File: src/rtl/raycast_pkg.sv
`default_nettype none
// +--------------------------------------------------------------------------+
// | raycast_pkg                                                              |
// | Shared widths, saturation limits and sweep FSM encoding.                 |
// | Revision: 1.0                                                            |
// +--------------------------------------------------------------------------+
package raycast_pkg;

  localparam int X_W     = 14;
  localparam int Y_W     = 13;
  localparam int GRID_X_W = 6;
  localparam int GRID_Y_W = 5;
  localparam int ANGLE_W = 8;
  localparam int ACC_W   = 16;
  localparam int COL_W   = 7;
  localparam int CYC_W   = 10;
  localparam logic [CYC_W-1:0] CYC_SAT = 10'd1023;

  typedef enum logic [2:0] {
    ST_IDLE     = 3'd0,
    ST_LAUNCH   = 3'd1,
    ST_WAIT_RAY = 3'd2,
    ST_EMIT     = 3'd3,
    ST_FINISH   = 3'd4
  } state_t;

endpackage
`default_nettype wire

File: src/rtl/raycast_sweeper_if.sv
`default_nettype none
// +--------------------------------------------------------------------------+
// | raycast_sweeper_if                                                       |
// | Frame request, ray-engine handshake and column-result stream.            |
// | Revision: 1.0                                                            |
// +--------------------------------------------------------------------------+
interface raycast_sweeper_if;
  import raycast_pkg::*;

  logic                frame_start;
  logic [X_W-1:0]      player_x;
  logic [Y_W-1:0]      player_y;
  logic [ANGLE_W-1:0]  heading;
  logic                ray_start;
  logic [X_W-1:0]      ray_x;
  logic [Y_W-1:0]      ray_y;
  logic [ANGLE_W-1:0]  ray_angle;
  logic                ray_done;
  logic [GRID_X_W-1:0] ray_result_x;
  logic [GRID_Y_W-1:0] ray_result_y;
  logic                col_valid;
  logic                col_ready;
  logic [COL_W-1:0]    col_index;
  logic [GRID_X_W-1:0] col_hit_x;
  logic [GRID_Y_W-1:0] col_hit_y;
  logic [CYC_W-1:0]    col_cycles;
  logic                busy;
  logic                frame_done;

  modport master (
    input  frame_start, player_x, player_y, heading,
           ray_done, ray_result_x, ray_result_y, col_ready,
    output ray_start, ray_x, ray_y, ray_angle,
           col_valid, col_index, col_hit_x, col_hit_y, col_cycles,
           busy, frame_done
  );

  modport slave (
    output frame_start, player_x, player_y, heading,
           ray_done, ray_result_x, ray_result_y, col_ready,
    input  ray_start, ray_x, ray_y, ray_angle,
           col_valid, col_index, col_hit_x, col_hit_y, col_cycles,
           busy, frame_done
  );

endinterface
`default_nettype wire

File: src/rtl/sweep_angle_gen.sv
`default_nettype none
// +--------------------------------------------------------------------------+
// | sweep_angle_gen                                                          |
// | 8.8 fixed-point ray angle accumulator: load at frame start, step per col.|
// | Revision: 1.0                                                            |
// +--------------------------------------------------------------------------+
module sweep_angle_gen
  import raycast_pkg::*;
#(
  parameter logic [ACC_W-1:0] ANGLE_STEP = 16'h0066
) (
  input  wire logic               clock,
  input  wire logic               reset,
  input  wire logic               load,
  input  wire logic               step,
  input  wire logic [ANGLE_W-1:0] load_angle,
  output      logic [ANGLE_W-1:0] ray_angle
);

  logic [ACC_W-1:0] angle_acc_q, angle_acc_d;

  // Addition is deliberately modulo 2^16 so the angle wraps around the circle.
  always_comb begin
    angle_acc_d = angle_acc_q;
    if (load) begin
      angle_acc_d = {load_angle, 8'h00};
    end else if (step) begin
      angle_acc_d = angle_acc_q + ANGLE_STEP;
    end
  end

  always_ff @(posedge clock or posedge reset) begin
    if (reset) begin
      angle_acc_q <= '0;
    end else begin
      angle_acc_q <= angle_acc_d;
    end
  end

  assign ray_angle = angle_acc_q[ACC_W-1:ACC_W-ANGLE_W];

endmodule
`default_nettype wire

File: src/rtl/raycast_sweeper.sv
`default_nettype none
// +--------------------------------------------------------------------------+
// | raycast_sweeper                                                          |
// | Sequences one ray per screen column and streams per-column hit results.  |
// | Revision: 1.0                                                            |
// +--------------------------------------------------------------------------+
module raycast_sweeper
  import raycast_pkg::*;
#(
  parameter int                 NUM_COLS   = 80,
  parameter logic [ACC_W-1:0]   ANGLE_STEP = 16'h0066,
  parameter logic [ANGLE_W-1:0] HALF_FOV   = 8'd16
) (
  input wire logic       clock,
  input wire logic       reset,
  raycast_sweeper_if.master bus
);

  localparam logic [COL_W-1:0] LAST_COL = COL_W'(NUM_COLS - 1);

  state_t              state_q, state_d;
  logic                ray_start_q, ray_start_d;
  logic                col_valid_q, col_valid_d;
  logic                busy_q, busy_d;
  logic                frame_done_q, frame_done_d;
  logic [X_W-1:0]      ray_x_q, ray_x_d;
  logic [Y_W-1:0]      ray_y_q, ray_y_d;
  logic [COL_W-1:0]    col_index_q, col_index_d;
  logic [GRID_X_W-1:0] hit_x_q, hit_x_d;
  logic [GRID_Y_W-1:0] hit_y_q, hit_y_d;
  logic [CYC_W-1:0]    cnt_q, cnt_d;
  logic [CYC_W-1:0]    col_cycles_q, col_cycles_d;
  logic [CYC_W:0]      cnt_inc;
  logic [CYC_W-1:0]    cnt_sat;
  logic                angle_load, angle_step;

  always_comb begin
    state_d      = state_q;
    ray_x_d      = ray_x_q;
    ray_y_d      = ray_y_q;
    col_index_d  = col_index_q;
    hit_x_d      = hit_x_q;
    hit_y_d      = hit_y_q;
    cnt_d        = cnt_q;
    col_cycles_d = col_cycles_q;
    angle_load   = 1'b0;
    angle_step   = 1'b0;
    cnt_inc      = {1'b0, cnt_q} + 1'b1;
    cnt_sat      = (cnt_inc > {1'b0, CYC_SAT}) ? CYC_SAT : cnt_inc[CYC_W-1:0];

    case (state_q)
      ST_IDLE: begin
        if (bus.frame_start) begin
          ray_x_d     = bus.player_x;
          ray_y_d     = bus.player_y;
          col_index_d = '0;
          angle_load  = 1'b1;
          state_d     = ST_LAUNCH;
        end
      end
      ST_LAUNCH: begin
        cnt_d   = '0;
        state_d = ST_WAIT_RAY;
      end
      ST_WAIT_RAY: begin
        // The done cycle itself is counted, hence counter+1.
        if (bus.ray_done) begin
          hit_x_d      = bus.ray_result_x;
          hit_y_d      = bus.ray_result_y;
          col_cycles_d = cnt_sat;
          state_d      = ST_EMIT;
        end else begin
          cnt_d = cnt_sat;
        end
      end
      ST_EMIT: begin
        if (bus.col_ready) begin
          if (col_index_q == LAST_COL) begin
            state_d = ST_FINISH;
          end else begin
            col_index_d = col_index_q + 1'b1;
            angle_step  = 1'b1;
            state_d     = ST_LAUNCH;
          end
        end
      end
      ST_FINISH: state_d = ST_IDLE;
      default:   state_d = ST_IDLE;
    endcase

    // Status outputs are decoded from the next state so they register in step with it.
    ray_start_d  = (state_d == ST_LAUNCH);
    col_valid_d  = (state_d == ST_EMIT);
    frame_done_d = (state_d == ST_FINISH);
    busy_d       = (state_d != ST_IDLE);
  end

  always_ff @(posedge clock or posedge reset) begin
    if (reset) begin
      state_q      <= ST_IDLE;
      ray_start_q  <= 1'b0;
      col_valid_q  <= 1'b0;
      busy_q       <= 1'b0;
      frame_done_q <= 1'b0;
      ray_x_q      <= '0;
      ray_y_q      <= '0;
      col_index_q  <= '0;
      hit_x_q      <= '0;
      hit_y_q      <= '0;
      cnt_q        <= '0;
      col_cycles_q <= '0;
    end else begin
      state_q      <= state_d;
      ray_start_q  <= ray_start_d;
      col_valid_q  <= col_valid_d;
      busy_q       <= busy_d;
      frame_done_q <= frame_done_d;
      ray_x_q      <= ray_x_d;
      ray_y_q      <= ray_y_d;
      col_index_q  <= col_index_d;
      hit_x_q      <= hit_x_d;
      hit_y_q      <= hit_y_d;
      cnt_q        <= cnt_d;
      col_cycles_q <= col_cycles_d;
    end
  end

  sweep_angle_gen #(
    .ANGLE_STEP (ANGLE_STEP)
  ) u_angle_gen (
    .clock      (clock),
    .reset      (reset),
    .load       (angle_load),
    .step       (angle_step),
    .load_angle (bus.heading - HALF_FOV),
    .ray_angle  (bus.ray_angle)
  );

  assign bus.ray_start  = ray_start_q;
  assign bus.ray_x      = ray_x_q;
  assign bus.ray_y      = ray_y_q;
  assign bus.col_valid  = col_valid_q;
  assign bus.col_index  = col_index_q;
  assign bus.col_hit_x  = hit_x_q;
  assign bus.col_hit_y  = hit_y_q;
  assign bus.col_cycles = col_cycles_q;
  assign bus.busy       = busy_q;
  assign bus.frame_done = frame_done_q;

endmodule
`default_nettype wire

File: src/flat_wrapper.sv
// flat-port wrapper written by rule: the top's interface ports become plain ports
module raycast_sweeper_flat import raycast_pkg::*;
#(
  parameter int                 NUM_COLS   = 80,
  parameter logic [ACC_W-1:0]   ANGLE_STEP = 16'h0066,
  parameter logic [ANGLE_W-1:0] HALF_FOV   = 8'd16
)
  (clock, reset, bus_frame_start, bus_player_x, bus_player_y, bus_heading, bus_ray_done, bus_ray_result_x, bus_ray_result_y, bus_col_ready, bus_ray_start, bus_ray_x, bus_ray_y, bus_ray_angle, bus_col_valid, bus_col_index, bus_col_hit_x, bus_col_hit_y, bus_col_cycles, bus_busy, bus_frame_done);
  raycast_sweeper_if bus_i ();
  input wire logic clock;
  input wire logic reset;
  input wire logic [$bits(bus_i.frame_start)-1:0] bus_frame_start;
  input wire logic [$bits(bus_i.player_x)-1:0] bus_player_x;
  input wire logic [$bits(bus_i.player_y)-1:0] bus_player_y;
  input wire logic [$bits(bus_i.heading)-1:0] bus_heading;
  input wire logic [$bits(bus_i.ray_done)-1:0] bus_ray_done;
  input wire logic [$bits(bus_i.ray_result_x)-1:0] bus_ray_result_x;
  input wire logic [$bits(bus_i.ray_result_y)-1:0] bus_ray_result_y;
  input wire logic [$bits(bus_i.col_ready)-1:0] bus_col_ready;
  output wire logic [$bits(bus_i.ray_start)-1:0] bus_ray_start;
  output wire logic [$bits(bus_i.ray_x)-1:0] bus_ray_x;
  output wire logic [$bits(bus_i.ray_y)-1:0] bus_ray_y;
  output wire logic [$bits(bus_i.ray_angle)-1:0] bus_ray_angle;
  output wire logic [$bits(bus_i.col_valid)-1:0] bus_col_valid;
  output wire logic [$bits(bus_i.col_index)-1:0] bus_col_index;
  output wire logic [$bits(bus_i.col_hit_x)-1:0] bus_col_hit_x;
  output wire logic [$bits(bus_i.col_hit_y)-1:0] bus_col_hit_y;
  output wire logic [$bits(bus_i.col_cycles)-1:0] bus_col_cycles;
  output wire logic [$bits(bus_i.busy)-1:0] bus_busy;
  output wire logic [$bits(bus_i.frame_done)-1:0] bus_frame_done;
  assign bus_i.frame_start = bus_frame_start;
  assign bus_i.player_x = bus_player_x;
  assign bus_i.player_y = bus_player_y;
  assign bus_i.heading = bus_heading;
  assign bus_i.ray_done = bus_ray_done;
  assign bus_i.ray_result_x = bus_ray_result_x;
  assign bus_i.ray_result_y = bus_ray_result_y;
  assign bus_i.col_ready = bus_col_ready;
  assign bus_ray_start = bus_i.ray_start;
  assign bus_ray_x = bus_i.ray_x;
  assign bus_ray_y = bus_i.ray_y;
  assign bus_ray_angle = bus_i.ray_angle;
  assign bus_col_valid = bus_i.col_valid;
  assign bus_col_index = bus_i.col_index;
  assign bus_col_hit_x = bus_i.col_hit_x;
  assign bus_col_hit_y = bus_i.col_hit_y;
  assign bus_col_cycles = bus_i.col_cycles;
  assign bus_busy = bus_i.busy;
  assign bus_frame_done = bus_i.frame_done;
  raycast_sweeper #(.NUM_COLS(NUM_COLS), .ANGLE_STEP(ANGLE_STEP), .HALF_FOV(HALF_FOV)) u_core (.clock(clock), .reset(reset), .bus(bus_i));
endmodule
File: config.mk
export PLATFORM = sky130hd
export DESIGN_NAME = raycast_sweeper_flat
export DESIGN_NICKNAME = d
export VERILOG_FILES = /design/src/rtl/raycast_pkg.sv /design/src/rtl/raycast_sweeper_if.sv /design/src/rtl/sweep_angle_gen.sv /design/src/rtl/raycast_sweeper.sv /design/src/flat_wrapper.sv
export SDC_FILE = /design/constraint.sdc
export NUM_CORES = 1
export LEC_CHECK = 0
export CAP_MARGIN = 20
export CORE_MARGIN = 5
export CORE_UTILIZATION = 50
export CTS_CLUSTER_DIAMETER = 150
export DETAILED_ROUTE_END_ITERATION = 6
export PLACE_DENSITY = 0.9
export SYNTH_ARGS = -nofsm -noshare
export SYNTH_HDL_FRONTEND = slang
export SYNTH_SLANG_ARGS = --single-unit
File: constraint.sdc
create_clock -name clock -period 4.1 [get_ports clock]
set_input_delay 0.615 -clock clock [delete_from_list [all_inputs] [get_ports clock]]
set_output_delay 0.615 -clock clock [all_outputs]
set_load 0.01 [all_outputs]
==> Word-level counts from Yosys, hierarchy flattened <==
Index checks and enable logic that the tools add are counted.
{ "classes": {"n_addsub": 4, "multipliers": 0, "div_mod_pow": 0, "order_cmp": 1, "eq_ne": 11, "n_shift": 0, "muxes": 19, "bitwise": 0, "n_reduce_logical": 9} }
{ "op_table": {"columns": ["op", "n"], "rows": [
  ["2-to-1 mux 16 bit", 2],
  ["2-to-1 mux 7 bit", 3],
  ["2-to-1 mux 10 bit", 2],
  ["case mux 10 bit (2 select lines)", 1],
  ["adder 16 x 7 -> 16 bit (second input constant)", 1],
  ["case mux 7 bit (2 select lines)", 1],
  ["2-to-1 mux 3 bit", 4],
  ["case mux 3 bit (4 select lines)", 1],
  ["adder 10 x 1 -> 11 bit (second input constant)", 1],
  ["greater-than comparator 11 x 10 -> 1 bit (second input constant)", 1],
  ["== test 3 x 2 -> 1 bit (second input constant)", 3],
  ["!= test 2 bit (second input constant)", 4],
  ["subtractor 8 x 5 -> 8 bit (second input constant)", 1],
  ["adder 7 x 1 -> 7 bit (second input constant)", 1],
  ["== test 7 bit (second input constant)", 1],
  ["== test 3 x 1 -> 1 bit (second input constant)", 2],
  ["AND reduction 2 bit", 3],
  ["nonzero test 2 bit", 3],
  ["2-to-1 mux 1 bit", 5],
  ["AND reduction 4 bit", 1],
  ["== test 3 bit (second input constant)", 1],
  ["zero test 3 bit", 1],
  ["nonzero test 3 bit", 1]
]} }
{ "word_totals": {"register_bits": 88, "latchBits": 0, "ram_bits": 0, "rom_bits": 0, "output_inout_bits": 67, "elab_cells": 57, "memories": 0} }

==> Logic depth before layout (Yosys ltp) <==
{ "logic_depth": {"ltp_word": 6, "depth_mapped": 9, "ltp_nobuf": 7} }

==> Cells and area by module <==
Synthesis repeated with hierarchy kept, for this count alone.
{ "unflattened": {"hier_cells": 384, "area_unflattened_um2": 4113.9} }
{ "modules_own_cells": {"columns": ["module", "instances", "cells_each", "area_per_inst_um2"], "rows": [
  ["raycast_sweeper", 1, 288, 3205.6],
  ["sweep_angle_gen", 1, 96, 908.4]
]} }

==> Worst setup path before layout <==
Ideal clock, no wire load.
{ "synth_path": {"path_type": "flip-flop to flip-flop", "start": "register u_core.col_index_q[0], in the netlist u_core.bus.col_index[0]", "end": "register u_core.col_index_q[6], in the netlist u_core.bus.col_index[6]", "setup_time_ns": 0.123, "arrival_time_ns": 1.812, "required_time_ns": 3.977, "setup_slack_ns": 2.164, "path_stages_with_launch": 10, "path_buffers": 2, "period_less_slack_ns": 1.936, "path_cell_list": "dfrtp_1 ha_1 and3_1 buf_2 a21oi_1 o21ai_4 inv_2 buf_6 nand4_1 mux2i_1"} }
{ "synth_via": {"elab_chain_len": 4} }
{ "synth_rtl": {"columns": ["element", "line", "source"], "rows": [
  ["start: declaration", "raycast_sweeper.sv:28", "logic [COL_W-1:0] col_index_q, col_index_d;"],
  ["start signal: assignment", "raycast_sweeper.sv:120", "col_index_q <= col_index_d;"],
  ["adder 7 x 1 -> 7 bit", "raycast_sweeper.sv:81", "col_index_d = col_index_q + 1'b1;"],
  ["2-to-1 mux 7 bit", "raycast_sweeper.sv:78", "if (col_index_q == LAST_COL) begin"],
  ["2-to-1 mux 7 bit", "raycast_sweeper.sv:77", "if (bus.col_ready) begin"],
  ["case mux 7 bit (2 select lines)", "raycast_sweeper.sv:51", "case (state_q)"]
]} }
Parallel ways exist; a longest one is shown, timed or not. The select of a mux whose other input is x is not followed.
A chain may end at the register's enable or synchronous reset.

==> Worst setup path in the final report <==
{ "layout_path": {"start": "register u_core.cnt_q[0]", "end": "register u_core.cnt_q[5]"} }
{ "layout_via": {"elab_chain_len": 5} }
{ "layout_rtl": {"columns": ["element", "line", "source"], "rows": [
  ["start: declaration", "raycast_sweeper.sv:31", "logic [CYC_W-1:0] cnt_q, cnt_d;"],
  ["start signal: assignment", "raycast_sweeper.sv:123", "cnt_q <= cnt_d;"],
  ["adder 10 x 1 -> 11 bit (*)", "raycast_sweeper.sv:48", "cnt_inc = {1'b0, cnt_q} + 1'b1;"],
  ["greater-than comparator 11 x 10 -> 1 bit", "raycast_sweeper.sv:49", "cnt_sat = (cnt_inc > {1'b0, CYC_SAT}) ? CYC_SAT : cnt_inc[CYC_W-1:0];"],
  ["2-to-1 mux 10 bit (*)", "raycast_sweeper.sv:49", null],
  ["2-to-1 mux 10 bit (*)", "raycast_sweeper.sv:67", "if (bus.ray_done) begin"],
  ["case mux 10 bit (2 select lines) (*)", "raycast_sweeper.sv:51", null]
]} }
Mark *: on every way between the ends. The rest lies on a longest branch, timed or not. The select of a mux whose other input is x is not followed.

==> results.cfg <==
[outcome]
outcome = completed

[job]
max_cap_violations = 0

[route]
drt-total-wl_microns = 10740
drc = 0
wl_per_cell_microns = 15.81
first_iter_violations = 136
dr.pass1.iters = 4
vias = 3716
vias_per_cell = 5.473
ant_nets = 0

[synthesis]
yosysSeqAreaShare_pct = 50.85
async_flop_share_pct = 100.0
syn-num-nets = 526
synth_compound_area_share_pct = 14.11
synth.area.top_cells = dfrtp_1 51%, nand2_1 12%, o21ai_0 3.4%
synth-edff-count = 0
syn-cell-area_sq_um = 4282
yosys_register_bits = 87
synthFlopType = dfrtp_1
yosys.area_share.simple_pct = 23.70
ys_warn_count = 0
synthXorXnorAreaFrac_pct = 2.864
netlist_instances = 470
synth_cell_types = 55
synthAdderAreaFrac_pct = 1.461
avgSynthCellArea_sq_um = 9.110
synth_top_family_by_area = simple AND/OR/NAND/NOR gates
ys_top_cells_by_count = 138 x nand2_1, 87 x dfrtp_1, 29 x o21ai_0, 20 x nor2_1, 17 x a21oi_1
yosys.cell_count.top_type = nand2_1
synth_top_area_share_pct = 50.85
synth_area_leader_cell = dfrtp_1
yosys-mux-area-fraction_pct = 1.169

[floorplanning]
rows = 33
die_h_microns = 102.5
die_x_microns = 102.5
die_area_sq_um = 10510
io_pins = 118
start_util_pct = 51.59
core-area_sq_um = 8299

[setup_path]
max_stage_delay_ns = 0.54
crit_arrival_ns = 2.54
r2r_start = u_core.cnt_q[0]
r2r_cells = 6
critPathRequiredTime_ns = 4.31
critical_path_class = flip-flop to flip-flop
critPathMaxFanout = 14
cp_cell_sequence = ha_1, and3_1, and3_1, nand3_1, a21boi_2, o21ai_0
cp_common_cell = and3_1
r2r_slack_ns = 1.77
worst_path_max_delay_cell = a21boi_2
cp-end-kind = flip-flop
cp-start-kind = flip-flop
regToRegEndpoint = u_core.cnt_q[5]

[timing]
setup_ws_ns = 1.768
min_period_over_period_pct = 56.89
grt_setup_unrepaired = no
worst_pin_slew_ns = 0.7416
fmax_mhz = 428.7
finalHoldViolCount = 0
relSlewSlack_pct = 49.87
finalMaxSlewViolations = 0
setup_viol = 0
fin_setup_tns_ns = 0
period_needed_ns = 2.332
skew_ns = 0.01350

[placement]
finalWeightedCongestion = 0.8131
pre_cts_ws_ns = 1.528
placed_area_sq_um = 5421
place_hpwl_microns = 7832
numPortBuffers = 117

[power_and_ir_drop]
p_leak_nw = 2.549
powerDensity_nw_per_um2 = 653.2
vdd_drop_max_mv = 0.3345

[worst_hold_path]
min_path_type = flip-flop to flip-flop
hold-path-cell-count = 2
holdPathEnd = u_core.bus.col_hit_x[3]
hold_start = u_core.bus.col_hit_x[3]

[cells_and_area]
fin_area_sq_um = 5628
drive_above_1_share_pct = 5.923
area_growth_pct = 31.44
diodes = 0
fin_nets = 625

[cts]
htreeDepth = 3
cts_resized = 0
cts.clk_slew.worst_paths_ns = 0.09
clock_path_buffers = 2
cts_made_buffers = 9
clock-sinks = 87
cts-root-buf = clkbuf_8
cts_tree = done
postCtsSetupBuffers = 0
cts_hold_buffers = 0
insertion_delay_ns = 0.36

[grt]
grt_pass1_wl_microns = 17470
grt-ovfl-total = 0
grt_max_degree = 51
antenna_found_initial = 0
grt_usage_pct = 21.02
grt_pass1_vias = 3740
==> where the power goes <==
part | total [mW] | switching [mW] | internal, mW
logic | 1.59 | 0.774 | 0.815
clock network | 0.622 | 0.317 | 0.304
registers | 1.47 | 0.280 | 1.19
==> critical path: cells and delay by family (launching register included) <==
| family | cells | cell delay [ns] |
|---|---|---|
| compound gates | 2 | 0.73 |
| simple gates | 3 | 0.71 |
| flops | 1 | 0.47 |
| fa+ha+maj | 1 | 0.28 |
==> metal layers <==
layer | global-route usage, % | vias to the layer above | part of all wire (%)
li1 | - | 1779 | -
met1 | 26.62 | 1792 | 41
met2 | 35.90 | 122 | 51
met3 | 3.789 | 23 | 5.4
met4 | 8.073 | 0 | 2.7
met5 | 0 | - | 0
==> sequential cells by signal, summed over array words and instances, names as in the netlist, 3 cells and up <==
name	cells
u_core.bus.col_cycles	10
u_core.bus.col_hit_x	6
u_core.bus.col_hit_y	5
u_core.bus.col_index	7
u_core.bus.ray_x	14
u_core.bus.ray_y	13
u_core.cnt_q	10
u_core.state_q	3
u_core.u_angle_gen.angle_acc_q	15
==> logic make-up (layout without fill, tap and decap cells) <==
family / count (synthesis) / count (layout)
xor+xnor: 14 / 14
fa+ha+maj: 5 / 5
flops: 87 / 87
compound gates: 90 / 90
buf+inv: 48 / 152
mux: 5 / 5
simple gates: 221 / 221
==> final cells by class <==
cell class / instances / area (sq um)
Tap cell: 105 / 131.4
Clock inverter: 5 / 65.06
Clock buffer: 11 / 141.4
Multi-Input combinational cell: 335 / 1854
Timing Repair Buffer: 121 / 1201
Inverter: 15 / 57.56
Fill cell: 651 / 2671
Sequential cell: 87 / 2177
==> cells in the final DEF, fill, tap and decap left out, types with 3 or more instances in the layout <==
cell type / n
mux2i_1: 5
clkdlybuf4s50_1: 117
o21ai_1: 3
a21o_1: 4
a41o_1: 4
and3_1: 9
a31oi_1: 6
nand4_1: 3
ha_1: 5
or2_2: 4
or3_1: 3
o22ai_1: 3
inv_1: 13
o21ai_0: 29
buf_4: 4
xnor2_1: 11
nor4_1: 3
o211ai_1: 3
clkinv_4: 3
clkbuf_8: 10
nand3_1: 9
nor2b_1: 4
nor2_1: 20
nand2b_1: 4
a21oi_1: 17
a22oi_1: 3
nor3_1: 8
nor3b_1: 5
xor2_1: 3
dfrtp_1: 87
o31ai_1: 4
nand2_1: 138
==> metrics by stage <==
step	total power, mW	cells	util, %	hold WS (ns)
after floorplan	2.307	470	-	0.4791
after global placement	2.991	663	65.32	0.4588
after detailed placement	3.061	663	65.32	0.4615
after CTS	3.695	679	67.81	0.4833
after global routing	3.920	679	67.81	0.5157
final	3.676	679	67.81	0.4763
==> worst max path at each step <==
| stage | startpoint | to | slack (ns) | cells after the start |
|---|---|---|---|---|
| after floorplan | reset | u_core.bus.busy | 1.23 | 1 |
| after global routing | u_core.cnt_q[0] | u_core.cnt_q[2] | 1.60 | 6 |
| after CTS | u_core.cnt_q[0] | u_core.cnt_q[4] | 1.79 | 6 |
| after global placement | bus_frame_start | u_core.bus.col_index[3] | 1.58 | 6 |
| after detailed placement | bus_ray_done | u_core.bus.busy | 1.53 | 5 |
| final | u_core.cnt_q[0] | u_core.cnt_q[5] | 1.77 | 6 |
(Power assumes the default switching activity.)
==> RTL edit 1: new RTL, config.mk and constraints unchanged <==
Re-encode `state_t` (5 states) as one-hot, 5 bits wide.
--- a/src/rtl/raycast_pkg.sv
+++ b/src/rtl/raycast_pkg.sv
@@ -17,10 +17,10 @@
   localparam logic [CYC_W-1:0] CYC_SAT = 10'd1023;
 
-  typedef enum logic [2:0] {
-    ST_IDLE     = 3'd0,
-    ST_LAUNCH   = 3'd1,
-    ST_WAIT_RAY = 3'd2,
-    ST_EMIT     = 3'd3,
-    ST_FINISH   = 3'd4
+  typedef enum logic [4:0] {
+    ST_IDLE     = 5'b00001,
+    ST_LAUNCH   = 5'b00010,
+    ST_WAIT_RAY = 5'b00100,
+    ST_EMIT     = 5'b01000,
+    ST_FINISH   = 5'b10000
   } state_t;
 
Check against the original RTL: no difference found for any inputs over 10 cycles, from zero or initial values and one cycle with reset high; not proved beyond that.
==> RTL edit 1 against the original RTL <==
- critical path depth rose by 1
- worst setup slack lost 560 ps
- sequential share of layout area down 0.64 points
- wire length increased by 1.9%
- power down 4.5%
- area after synthesis grew 5.4%
- sequential cell count increased by 2
- final area grew 4.1%
- first-iteration DRC count up 90%
- largest power group is now sequential cells
==> RTL edit 1: results (changes against the original RTL) <==
* Status: finished clean
* Fraction of standard cell area in multi-input logic at 0.339 (+0.00934)
* Compound-gate portion of the synthesized area at 0.118 (-0.0234)
* Pin count of the biggest net entering global routing at 48 (-5.9%)
* Drt total wl at 10900 microns (+1.9%)
* First-pass GRT wire length at 18500 microns (+5.7%)
* Number of non-clock buffers at 123 (+1.7%)
* Drt initial violations at 258 (+90%)
* M1 GR Usage at 0.251 (-0.0151)
* Leakage power at 0.00256 uW (+0.32%)
* Clk cell area share at 0.0414 (+0.00476)
* Fraction of area in registers at 0.380 (-0.00636)
* Met3 Use GR at 0.0487 (+0.0108)
* Share of cells above drive strength 1 at 0.116 (+0.0572)
* GRT Util Overall at 0.202 (-0.00812)
* Setup slack, reg-to-reg at 1210 ps (-560 ps)
* Placed Area at 0.00561 sq mm (+3.6%)
* Mux cell area share after synthesis at 0.0341 (+0.0224)
* Met2 global-route usage at 0.353 (-0.00602)
* Total Nets Final at 618 (-1.1%)
* Post-synth net total at 520 (-1.1%)
* Clk_buf instances at 9 (-2)
* Skew final at 7.32 ps (-6.18 ps)
* Relative slew margins at 0.295 (-0.204)
* Top cells by area, synth: dfrtp_1, nand2_1, nor2_1
* Met2 WL at 5690 microns (+4.6%)
* Vias at 3655 (-1.6%)
* WHS at 486 ps (+9.33 ps)
* Multi-input comb cells at 326 (-2.7%)
* Fillers at 691 (+6.1%)
* Post-Synthesis Mean Instance Area at 9.73 sq um (+6.8%)
* Worst Hold Path EP: u_core.bus.ray_x[8]
* Layout Cells excl Fill at 675 (-0.59%)
* Sequential cell count at 89 (+2.3%)
* Synth cell count leaders: nand2_1, dfrtp_1, nor2_1
* GPL Wtd Cong at 0.911 (+12%)
* HPWL after DPL at 7720 microns (-1.5%)
* Post-Synth Adder-Cell Area at 0.0139 (-0.000753)
* Area grow syn2layout at 29.7%
* Dpl cells at 659 (-0.60%)
-- RTL edit 1: cell count changes after synthesis, sizes merged, moves of 5 or more --
cell,delta
nor2,+23
nor3b,-6
xor2,+9
nand2,-27
and3,-6
o21ai,-10
mux2,+11
nor3,+5
-- RTL edit 1: power by group through the flow --
stage	clock network (uW)	logic (uW)	registers (uW)
global route	790	1510	1440
CTS	736	1410	1400
detailed placement	0	1400	1420
floorplan	0	609	1480
finish	727	1380	1400
global placement	0	1350	1390
-- RTL edit 1: worst max-delay path by stage --
stage               slack (ps)  depth (start not counted)                        to
floorplan                 1180                          1           u_core.bus.busy
global placement          1350                          7  u_core.bus.col_cycles[2]
detailed placement        1240                          7  u_core.bus.col_cycles[2]
CTS                       1220                          7  u_core.bus.col_cycles[2]
global route              1030                          7  u_core.bus.col_cycles[2]
finish                    1210                          7  u_core.bus.col_cycles[2]
==> RTL edit 2: new RTL, same flow settings <==
Without the edit above. `X_W`: 14 -> 16.
--- a/src/rtl/raycast_pkg.sv
+++ b/src/rtl/raycast_pkg.sv
@@ -7,5 +7,5 @@
 package raycast_pkg;
 
-  localparam int X_W     = 14;
+  localparam int X_W     = 16;
   localparam int Y_W     = 13;
   localparam int GRID_X_W = 6;
Ports: changed (resized bus_player_x and bus_ray_x); port bits go from 118 to 122. No check against the original RTL was run, so the function may have changed too.
==> RTL edit 2 against the original RTL <==
- area after synthesis is 0.18% lower
- worst setup slack worse by 160 ps
- final area is 1.5% higher
- power is 2.1% higher
- critical path depth is 1 higher
- wire length is 1.2% higher
- sequential cell count is 2 higher
- hold slack better by 5.3 ps
==> RTL edit 2: results (changes against the original RTL) <==
* Routed vias/inst at 5.44 (-0.58%)
* WHS at 482 ps (+5.29 ps)
* Status: finished clean
* Dpl cells at 647 (-2.4%)
* Area grow syn2layout at 33.6%
* R2r worst-path depth at 7 (+1)
* Port Buf Inserts at 121 (+3.4%)
* Vias in the first global route at 3702 (-1.0%)
* Fraction of standard cell area in multi-input logic at 0.323 (-0.00630)
* Met2 global-route usage at 0.362 (+0.00348)
* Post-Synthesis Mean Instance Area at 9.50 sq um (+4.3%)
* Maximum vdd drop at 0.395 mV (+18%)
* Reg power frac at 0.403 (+0.004)
* Setup slack, reg-to-reg at 1610 ps (-160 ps)
* Wl on met1 at 4460 microns (+0.81%)
* Tightest Pin Transition at 521 ps (-220 ps)
* Sequential fraction of the synthesis area at 0.521 (+0.0126)
* Mean routed wirelength per cell at 16.4 microns (+3.8%)
* Top cells by area, synth: dfrtp_1, nand2_1, nor2_1
* F_max at 401 MHz (-6.5%)
* Internal power at 2420 uW (+5.2%)
* Skew final at 11.8 ps (-1.65 ps)
* Drt initial violations at 168 (+24%)
* Layout non-clock buf frac at 0.220 (+0.00655)
* GRT Util Overall at 0.214 (+0.00334)
* Placed Area at 0.00550 sq mm (+1.4%)
* CP max stage delay at 490 ps (-50 ps)
* Worst Path Max Fanout at 11 (-3)
* Distinct cells, synth at 52 (-5.5%)
* Fillers at 622 (-4.5%)
* Met3 Use GR at 0.0519 (+0.0140)
* M1 GR Usage at 0.273 (+0.00686)
* GPL Wtd Cong at 0.934 (+15%)
* Compound-gate portion of the synthesized area at 0.105 (-0.0358)
* Mux cell area share after synthesis at 0.0383 (+0.0267)
* Number of clock sinks at 89 (+2.3%)
* Synth cell count leaders: nand2_1, dfrtp_1, nor2_1
* Max reg flops at 16 (+1)
* Drt total wl at 10900 microns (+1.2%)
* Leakage power at 0.00247 uW (-3.1%)
* FF+latch area at 0.00223 sq mm (+2.3%)
* Syn Std Cell Area at 0.00427 sq mm (-0.18%)
[RTL edit 2: changes by cell type after synthesis, sizes merged, moves of 7 or more]
| cell | unedited run | this run |
|---|---|---|
| nand2 | 138 | 112 |
| buf | 23 | 16 |
| clkbuf | 10 | 19 |
| o21ai | 33 | 22 |
| nand3 | 9 | 16 |
| a21oi | 18 | 7 |
| nor2 | 20 | 37 |
| xor2 | 3 | 12 |
| mux2 | 0 | 11 |
[RTL edit 2: final timing paths]
check | start | end
setup / recovery | u_core.cnt_q[0] | u_core.cnt_q[1]
hold / removal | u_core.bus.ray_y[0] | u_core.bus.ray_y[0]
setup reg to reg | u_core.cnt_q[0] | u_core.cnt_q[1]
hold reg to reg | u_core.bus.ray_y[0] | u_core.bus.ray_y[0]
max in group asynchronous | reset | u_core.u_angle_gen.angle_acc_q[11]
min in group asynchronous | reset | u_core.bus.col_hit_y[4]
